<file path="src/rtl/lsu_pkg.sv">
// lsu_pkg -- shared definitions for the load/store unit.
//   funct3_t       : RV32I load/store width codes
//   state_t        : control FSM states
//   READ_LATENCY_DEFAULT : cycles from vaddr presented to q valid
//   access_faults(): decides whether a request must be rejected before
//                    touching the mmu (illegal width code or misalignment)
package lsu_pkg;

    localparam int READ_LATENCY_DEFAULT = 3;

    typedef enum logic [2:0] {
        F3_B  = 3'b000,
        F3_H  = 3'b001,
        F3_W  = 3'b010,
        F3_BU = 3'b100,
        F3_HU = 3'b101
    } funct3_t;

    typedef enum logic [1:0] {
        ST_IDLE,
        ST_ACCESS,
        ST_WAIT,
        ST_RESP
    } state_t;

    // Unsigned widths only exist for loads, so BU/HU with a store is illegal.
    function automatic logic access_faults(input logic       is_store,
                                           input logic [2:0] f3,
                                           input logic [1:0] byte_off);
        logic fault;
        case (f3)
            F3_B:         fault = 1'b0;
            F3_H:         fault = byte_off[0];
            F3_W:         fault = (byte_off != 2'b00);
            F3_BU, F3_HU: fault = is_store;
            default:      fault = 1'b1;
        endcase
        return fault;
    endfunction

endpackage

</file>
<file path="src/rtl/lsu_load_align.sv">
// lsu_load_align -- combinational extract/extend of a load result.
// Ports:
//   q        in  32  raw word returned by the mmu
//   addr     in  2   byte offset of the load within the word
//   funct3   in  3   width code (B, H, W, BU, HU)
//   loadData out 32  right-aligned, sign/zero-extended result
module lsu_load_align
    import lsu_pkg::*;
(
    input  logic [31:0] q,
    input  logic [1:0]  addr,
    input  logic [2:0]  funct3,
    output logic [31:0] loadData
);

    logic [31:0] shifted;

    // Bring the addressed byte/halfword down to bit 0.
    assign shifted = q >> {addr, 3'b000};

    always_comb begin
        loadData = shifted;
        case (funct3)
            F3_B:    loadData = {{24{shifted[7]}}, shifted[7:0]};
            F3_BU:   loadData = {24'b0, shifted[7:0]};
            F3_H:    loadData = {{16{shifted[15]}}, shifted[15:0]};
            F3_HU:   loadData = {16'b0, shifted[15:0]};
            default: loadData = shifted;
        endcase
    end

endmodule

</file>
<file path="src/rtl/load_store_unit.sv">
// load_store_unit -- single-outstanding RV32I load/store unit between the
// CPU and an mmu with a fixed read latency.
// CPU side:
//   reqValid/reqReady  request handshake (ready only in IDLE)
//   isStore, funct3, addr, storeData  request fields
//   respValid          one-cycle completion pulse
//   loadData           extended load result (valid with respValid)
//   accessFault        misaligned / illegal width (valid with respValid)
// MMU side:
//   vaddr, data, byteena, memWE  outputs, zero outside ACCESS/WAIT
//   q                            read data, valid READ_LATENCY cycles
//                                after vaddr is first presented
module load_store_unit
    import lsu_pkg::*;
#(
    parameter int READ_LATENCY = READ_LATENCY_DEFAULT
) (
    input  logic        clock,
    input  logic        RST,
    input  logic        reqValid,
    output logic        reqReady,
    input  logic        isStore,
    input  logic [2:0]  funct3,
    input  logic [31:0] addr,
    input  logic [31:0] storeData,
    output logic        respValid,
    output logic [31:0] loadData,
    output logic        accessFault,
    output logic [31:0] vaddr,
    output logic [31:0] data,
    output logic [3:0]  byteena,
    output logic        memWE,
    input  logic [31:0] q
);

    localparam int CNT_W = ($clog2(READ_LATENCY + 1) < 2) ? 2 : $clog2(READ_LATENCY + 1);

    state_t             state_reg, state_next;
    logic [CNT_W-1:0]   cnt_reg, cnt_next;
    logic               fault_reg, fault_next;
    logic [31:0]        load_data_reg, load_data_next;

    // Request fields captured on acceptance.
    logic               is_store_reg;
    logic [2:0]         funct3_reg;
    logic [31:0]        addr_reg;
    logic [31:0]        store_data_reg;
    logic [3:0]         byteena_reg;

    logic               accept;
    logic               req_fault;
    logic [3:0]         req_byteena;
    logic [31:0]        aligned_data;

    assign accept    = reqValid && (state_reg == ST_IDLE);
    assign req_fault = access_faults(isStore, funct3, addr[1:0]);

    always_comb begin
        req_byteena = 4'b1111;
        case (funct3)
            F3_B:    req_byteena = 4'b0001 << addr[1:0];
            F3_H:    req_byteena = 4'b0011 << addr[1:0];
            default: req_byteena = 4'b1111;
        endcase
    end

    lsu_load_align u_align (
        .q        (q),
        .addr     (addr_reg[1:0]),
        .funct3   (funct3_reg),
        .loadData (aligned_data)
    );

    always_ff @(posedge clock or negedge RST) begin
        if (!RST) begin
            state_reg      <= ST_IDLE;
            cnt_reg        <= '0;
            fault_reg      <= 1'b0;
            load_data_reg  <= '0;
            is_store_reg   <= 1'b0;
            funct3_reg     <= '0;
            addr_reg       <= '0;
            store_data_reg <= '0;
            byteena_reg    <= '0;
        end else begin
            state_reg     <= state_next;
            cnt_reg       <= cnt_next;
            fault_reg     <= fault_next;
            load_data_reg <= load_data_next;
            if (accept) begin
                is_store_reg   <= isStore;
                funct3_reg     <= funct3;
                addr_reg       <= addr;
                store_data_reg <= storeData << {addr[1:0], 3'b000};
                byteena_reg    <= req_byteena;
            end
        end
    end

    always_comb begin
        state_next     = state_reg;
        cnt_next       = cnt_reg;
        fault_next     = fault_reg;
        load_data_next = load_data_reg;
        case (state_reg)
            ST_IDLE: begin
                cnt_next       = '0;
                fault_next     = 1'b0;
                load_data_next = '0;
                if (reqValid) begin
                    if (req_fault) begin
                        state_next = ST_RESP;
                        fault_next = 1'b1;
                    end else begin
                        state_next = ST_ACCESS;
                    end
                end
            end
            ST_ACCESS: begin
                if (is_store_reg) begin
                    state_next = ST_RESP;
                end else begin
                    // vaddr has now been on the bus for one cycle.
                    state_next = ST_WAIT;
                    cnt_next   = CNT_W'(1);
                end
            end
            ST_WAIT: begin
                if (cnt_reg == CNT_W'(READ_LATENCY)) begin
                    state_next     = ST_RESP;
                    cnt_next       = '0;
                    load_data_next = aligned_data;
                end else begin
                    cnt_next = cnt_reg + CNT_W'(1);
                end
            end
            ST_RESP: begin
                state_next     = ST_IDLE;
                fault_next     = 1'b0;
                load_data_next = '0;
            end
            default: state_next = ST_IDLE;
        endcase
    end

    // Outputs decode straight from registered state, so reset clears them
    // immediately and they are zero outside the mmu-facing states.
    assign reqReady    = (state_reg == ST_IDLE);
    assign respValid   = (state_reg == ST_RESP);
    assign accessFault = fault_reg;
    assign loadData    = load_data_reg;
    assign vaddr       = ((state_reg == ST_ACCESS) || (state_reg == ST_WAIT)) ? addr_reg : 32'd0;
    assign memWE       = (state_reg == ST_ACCESS) && is_store_reg;
    assign byteena     = memWE ? byteena_reg : 4'b0000;
    assign data        = memWE ? store_data_reg : 32'd0;

endmodule
</file>
<file path="config.mk">
export PLATFORM = sky130hd
export DESIGN_NAME = load_store_unit
export DESIGN_NICKNAME = d
export VERILOG_FILES = /design/src/rtl/lsu_pkg.sv /design/src/rtl/lsu_load_align.sv /design/src/rtl/load_store_unit.sv
export SDC_FILE = /design/constraint.sdc
export NUM_CORES = 1
export LEC_CHECK = 0
export ABC_AREA = 1
export CAP_MARGIN = 20
export CELL_PAD_IN_SITES_DETAIL_PLACEMENT = 2
export CELL_PAD_IN_SITES_GLOBAL_PLACEMENT = 2
export CORE_UTILIZATION = 26
export CTS_CLUSTER_SIZE = 20
export DETAILED_ROUTE_END_ITERATION = 12
export PLACE_DENSITY_LB_ADDON = 0.1
export SLEW_MARGIN = 0
export SYNTH_ARGS = -nofsm -noshare
export SYNTH_HDL_FRONTEND = slang
export SYNTH_SLANG_ARGS = --single-unit
</file>
<file path="constraint.sdc">
create_clock -name clock -period 2.9 [get_ports clock]
set_input_delay 0.58 -clock clock [delete_from_list [all_inputs] [get_ports clock]]
set_output_delay 0.58 -clock clock [all_outputs]
set_load 0.03 [all_outputs]
</file>
* Word level (Yosys, flattened, before mapping)
Cells that the tools add are included.
Word-level totals: register bits 109, output and inout bits 104, logic and storage cells 62
Operators by class: reduce and logical (&&, ||, !) cells 15, equal/unequal tests 14, multiplexer cells 19, shifts and indexed selects 4, add/subtract/negate cells 1
Operators by type and width (number):
- $pmux W32 S4 | 1
- $mux W32 | 3
- $pmux W32 S2 | 1
- $shl A32 B5 Y32 | 1
- $shr A32 B5 Y32 | 1
- $eq A3 B3 Y1 const B | 4
- $mux W2 | 5
- $pmux W2 S4 | 1
- $pmux W4 S2 | 1
- $eq A2 B2 Y1 const B | 3
- $eq A3 B1 Y1 const B | 2
- $logic_not A3 Y1 | 2
- $ne A2 B2 Y1 const B | 3
- $pmux W2 S3 | 1
- $reduce_and A2 Y1 | 3
- $reduce_bool A2 Y1 | 3
- $mux W4 | 1
- $pmux W1 S4 | 1
- $reduce_or A2 Y1 | 2
- $shl A1 B2 Y4 const A | 1
- $shl A2 B2 Y4 const A | 1
- $eq A3 B2 Y1 const B | 1
- $mux W1 | 3
- $reduce_bool A3 Y1 | 1
- other kinds (6) | 7

* Longest topological paths before layout
word-level depth 6, depth in mapped cells 10, gate-level depth less buffers 8

* Cells and area by module
Synthesis repeated with hierarchy kept, for this count alone.
Second synthesis, totals: cell total of the unflattened synthesis 863, area total of the unflattened synthesis 6107.1 um2
By module, submodules not included:
- load_store_unit | sequential area each 2727.6 um2, area an instance 5296.3 um2, cells an instance 698, times used 1
- lsu_load_align | sequential area each 0.0 um2, area an instance 810.8 um2, cells an instance 165, times used 1

* Worst setup path after synthesis
OpenSTA, ideal clock, no wires.
path type register to output, from register state_reg[0], to output port vaddr[10], cell stages (with the launch flop) 7, data arrival time 1463 ps, data required time 2320 ps, path slack 857 ps, cell sequence dfrtp_1 > inv_1 > ha_1 > buf_2 > buf_1 > nand2_1 > inv_1
On the way: word-level cells in the longest chain between the ends 3
Ends and longest elaborated chain:
- start: declaration | line load_store_unit.sv:38 | state_t state_reg, state_next;
- start signal: assignment | line load_store_unit.sv:86 | state_reg <= state_next;
- $eq A2 B1 Y1 / $eq A2 B2 Y1 (equally long branches) | line load_store_unit.sv:152 | assign vaddr = ((state_reg == ST_ACCESS) || (state_reg == ST_WAIT)) ? addr_reg : 32'd0;
- $logic_or A1 B1 Y1 (*) | line load_store_unit.sv:152
- $mux W32 (*) | line load_store_unit.sv:152
- end: declaration | line load_store_unit.sv:29 | output logic [31:0] vaddr,
Every way passes the cells marked *; elsewhere a longest branch is shown, timed or not.

* Final worst setup path
from register state_reg[1], to output port vaddr[18]
Same word-level chain as after synthesis.

==> metrics.csv <==
metric,value,unit
drtAntennaViolNets,0,
p_leak,4.366,nW
port_buffers,206,
wirelength,21340,um
dpl.hpwl,15580,um
grt-ovfl-total,0,
syn2layout_area_growth,42.89,%
grt_usage,19.14,%
grt_max_degree,42,
ys_ff_latch,109,
ys_warn_count,0,
path_class,reg2out,
post_dp_cell_area,8099,um2
rsz0062_at_grt,false,
cts.sinks,109,
clk_pin_slew,0.08,ns
async_reset_ff_share,100.0,%
dieHeight,152.4,um
num_io_pins,207,
slowest_stage,dfrtp_1,
syn_inst,813,
violations,DRC,
drc_errors,13,
holdBufCountCts,0,
htreeDepth,3,
period_needed,2.633,ns
outcome,"finished, violations left",
drtIter0Drc,204,
crit_chain,"inv_1, ha_1, buf_4, nand2_1, inv_1, buf_4",
relSlewSlack,54.18,%
core_area,22030,um2
vias,5927,
ys_types,29,
postCtsSetupBuffers,0,
cts_inserted_buffers,9,
synthFlopType,dfrtp_1,
cts_buffer_depth,2,
nets,1109,
cpPeakStageDelay,0.46,ns
avgSynthCellArea,7.230,um2
root_buffer,clkbuf_16,
hold-worst-slack,0.2107,ns
syn_nets,922,
wl_per_cell,16.60,um
start_kind,flip-flop,
cts_tree,done,
start_util,26.69,%
skew,0.007392,ns
setup_viol,0,
synth_area,5878,um2
die_area,23210,um2
finalHoldViolations,0,
drive_above_1_share,12.54,%
clk_latency,0.36,ns
powerDensity,1081,nW/um2
ctsResizeCount,0,
diodes,0,
fin_tns_setup,0,ns
synth-seq-area-share,46.40,%
drv_slew,0,
cp_num_buf_inv,4,
period_share,90.79,%
fp-row-count,54,
grt_first_pass_wirelength,35120,um
stdcell_area,8399,um2
synth_edf_count,0,
endpoint_kind,output port,
maxCapViolations,0,
place.gp.congestion,0.7660,
worst_ep_required_time,2.32,ns
crit_arrival,2.05,ns
hp-class,in2async,
path_max_fanout,34,
worstMarginPinSlew,0.6873,ns
die_w,152.4,um
vias_per_cell,4.612,
cp_top_family,buffers and inverters,
dr.pass1.iters,9,
grt_pass1_vias,6395,
irDropWorstVdd,0.0003560,V
max_freq,379.8,MHz
antenna_found_initial,0,
[stage by stage]
step / setup slack (ns) / power [mW] / util, % / instances
after global placement: 0.6334 / 7.838 / 36.77 / 1268
after CTS: 0.2070 / 9.254 / 38.07 / 1284
after detailed placement: 0.5689 / 7.973 / 36.77 / 1268
after global routing: 0.09803 / 9.882 / 38.13 / 1285
after floorplan: 0.8568 / 5.993 / - / 813
final: 0.2672 / 9.080 / 38.13 / 1285
[where the power goes]
| group | switching (mW) | internal, mW | total (mW) |
|---|---|---|---|
| clock network | 0.630 | 0.602 | 1.23 |
| registers | 0.386 | 2.17 | 2.56 |
| logic | 3.45 | 1.84 | 5.29 |
[cell usage after synthesis (3+ instances only)]
cell / number / share of area (%)
a21oi_1: 23 / 2.0
a31oi_1: 3 / 0.32
buf_1: 5 / 0.32
buf_2: 15 / 1.3
buf_4: 4 / 0.51
buf_6: 4 / 0.77
clkbuf_1: 20 / 1.3
dfrtp_1: 109 / 46
ha_1: 6 / 1.3
inv_1: 89 / 5.7
nand2_1: 338 / 22
nand2_2: 3 / 0.32
nand3_1: 41 / 3.5
nand3_2: 3 / 0.51
nor2_1: 46 / 2.9
o211ai_1: 9 / 1.1
o21ai_0: 48 / 4.1
o221ai_1: 13 / 1.9
o22ai_1: 13 / 1.4
or2_2: 9 / 0.96
[path summary, 6_finish.rpt]
path | from | endpoint | slack (ns) | cells past startpoint
min in group clock | loadData[25]$_DFFE_PN0P_ | loadData[25]$_DFFE_PN0P_ | 0.48 | 2
max in group asynchronous | RST | store_data_reg[8]$_DFFE_PN0P_ | 1.83 | 2
setup reg to reg | state_reg[0]$_DFFE_PN0P_ | loadData[16]$_DFFE_PN0P_ | 0.73 | 8
hold / removal | RST | loadData[4]$_DFFE_PN0P_ | 0.21 | 1
setup / recovery | state_reg[1]$_DFFE_PN0P_ | vaddr[18] | 0.27 | 6
hold reg to reg | loadData[25]$_DFFE_PN0P_ | loadData[25]$_DFFE_PN0P_ | 0.48 | 2
[cell type report]
type | count | area (um2)
tap | 280 | 350.3
clock inverter | 6 | 56.30
sequential | 109 | 2728
fill | 2563 | 13630
multi-input combinational | 563 | 2550
timing repair buffer | 224 | 2130
inverter | 93 | 356.6
clock buffer | 10 | 229.0
[per-layer routing]
| metal | GRT usage [%] | wire length, um | part of all wire (%) |
|---|---|---|---|
| met4 | 5.005 | 238 | 1.1 |
| met3 | 2.816 | 893 | 4.2 |
| met1 | 24.87 | 9770 | 46 |
| met2 | 33.14 | 10440 | 49 |
| met5 | 0 | 0 | 0 |
[worst register-to-register path, stage by stage, from the launching register on]
cell and delay [ns]:
dfrtp_1 0.43, inv_1 0.10, ha_1 0.39, o21ai_1 0.20, nand2_1 0.37, buf_4 0.33, a21oi_1 0.12, nand2_1 0.09
nand2_1 0.08
[cells by family after synthesis]
family	Yosys count	synth area share [%]
AOI/OAI and AO/OA	112	11.13
DFF	109	46.40
adders and majority gates	6	1.277
and+or+nand+nor	445	30.97
buffers and inverters	141	10.22
[cells in the final DEF, fill, tap and decap left out]
cell / synthesis / final
nor2_1: 46 / 46
o21ai_0: 48 / 48
buf_12: 0 / 8
nor2_4: 2 / 2
dfrtp_1: 109 / 109
a31oi_1: 3 / 3
o221ai_1: 13 / 13
buf_4: 4 / 79
o21ai_1: 2 / 2
clkinv_8: 0 / 1
o21a_1: 1 / 1
buf_8: 0 / 1
nand3_1: 41 / 41
inv_6: 1 / 4
inv_4: 1 / 1
nand2_2: 3 / 3
ha_1: 6 / 6
clkbuf_16: 0 / 9
clkdlybuf4s50_1: 0 / 136
clkinv_1: 1 / 1
nand2_1: 338 / 338
clkinv_4: 0 / 1
nand2_4: 1 / 1
a21oi_1: 23 / 23
clkbuf_1: 20 / 1
or2_2: 9 / 9
nand3_4: 2 / 2
inv_2: 1 / 1
o22ai_1: 13 / 13
clkinv_2: 0 / 1
nand3_2: 3 / 3
o211ai_1: 9 / 9
inv_1: 89 / 89
(Power assumes the default switching activity.)
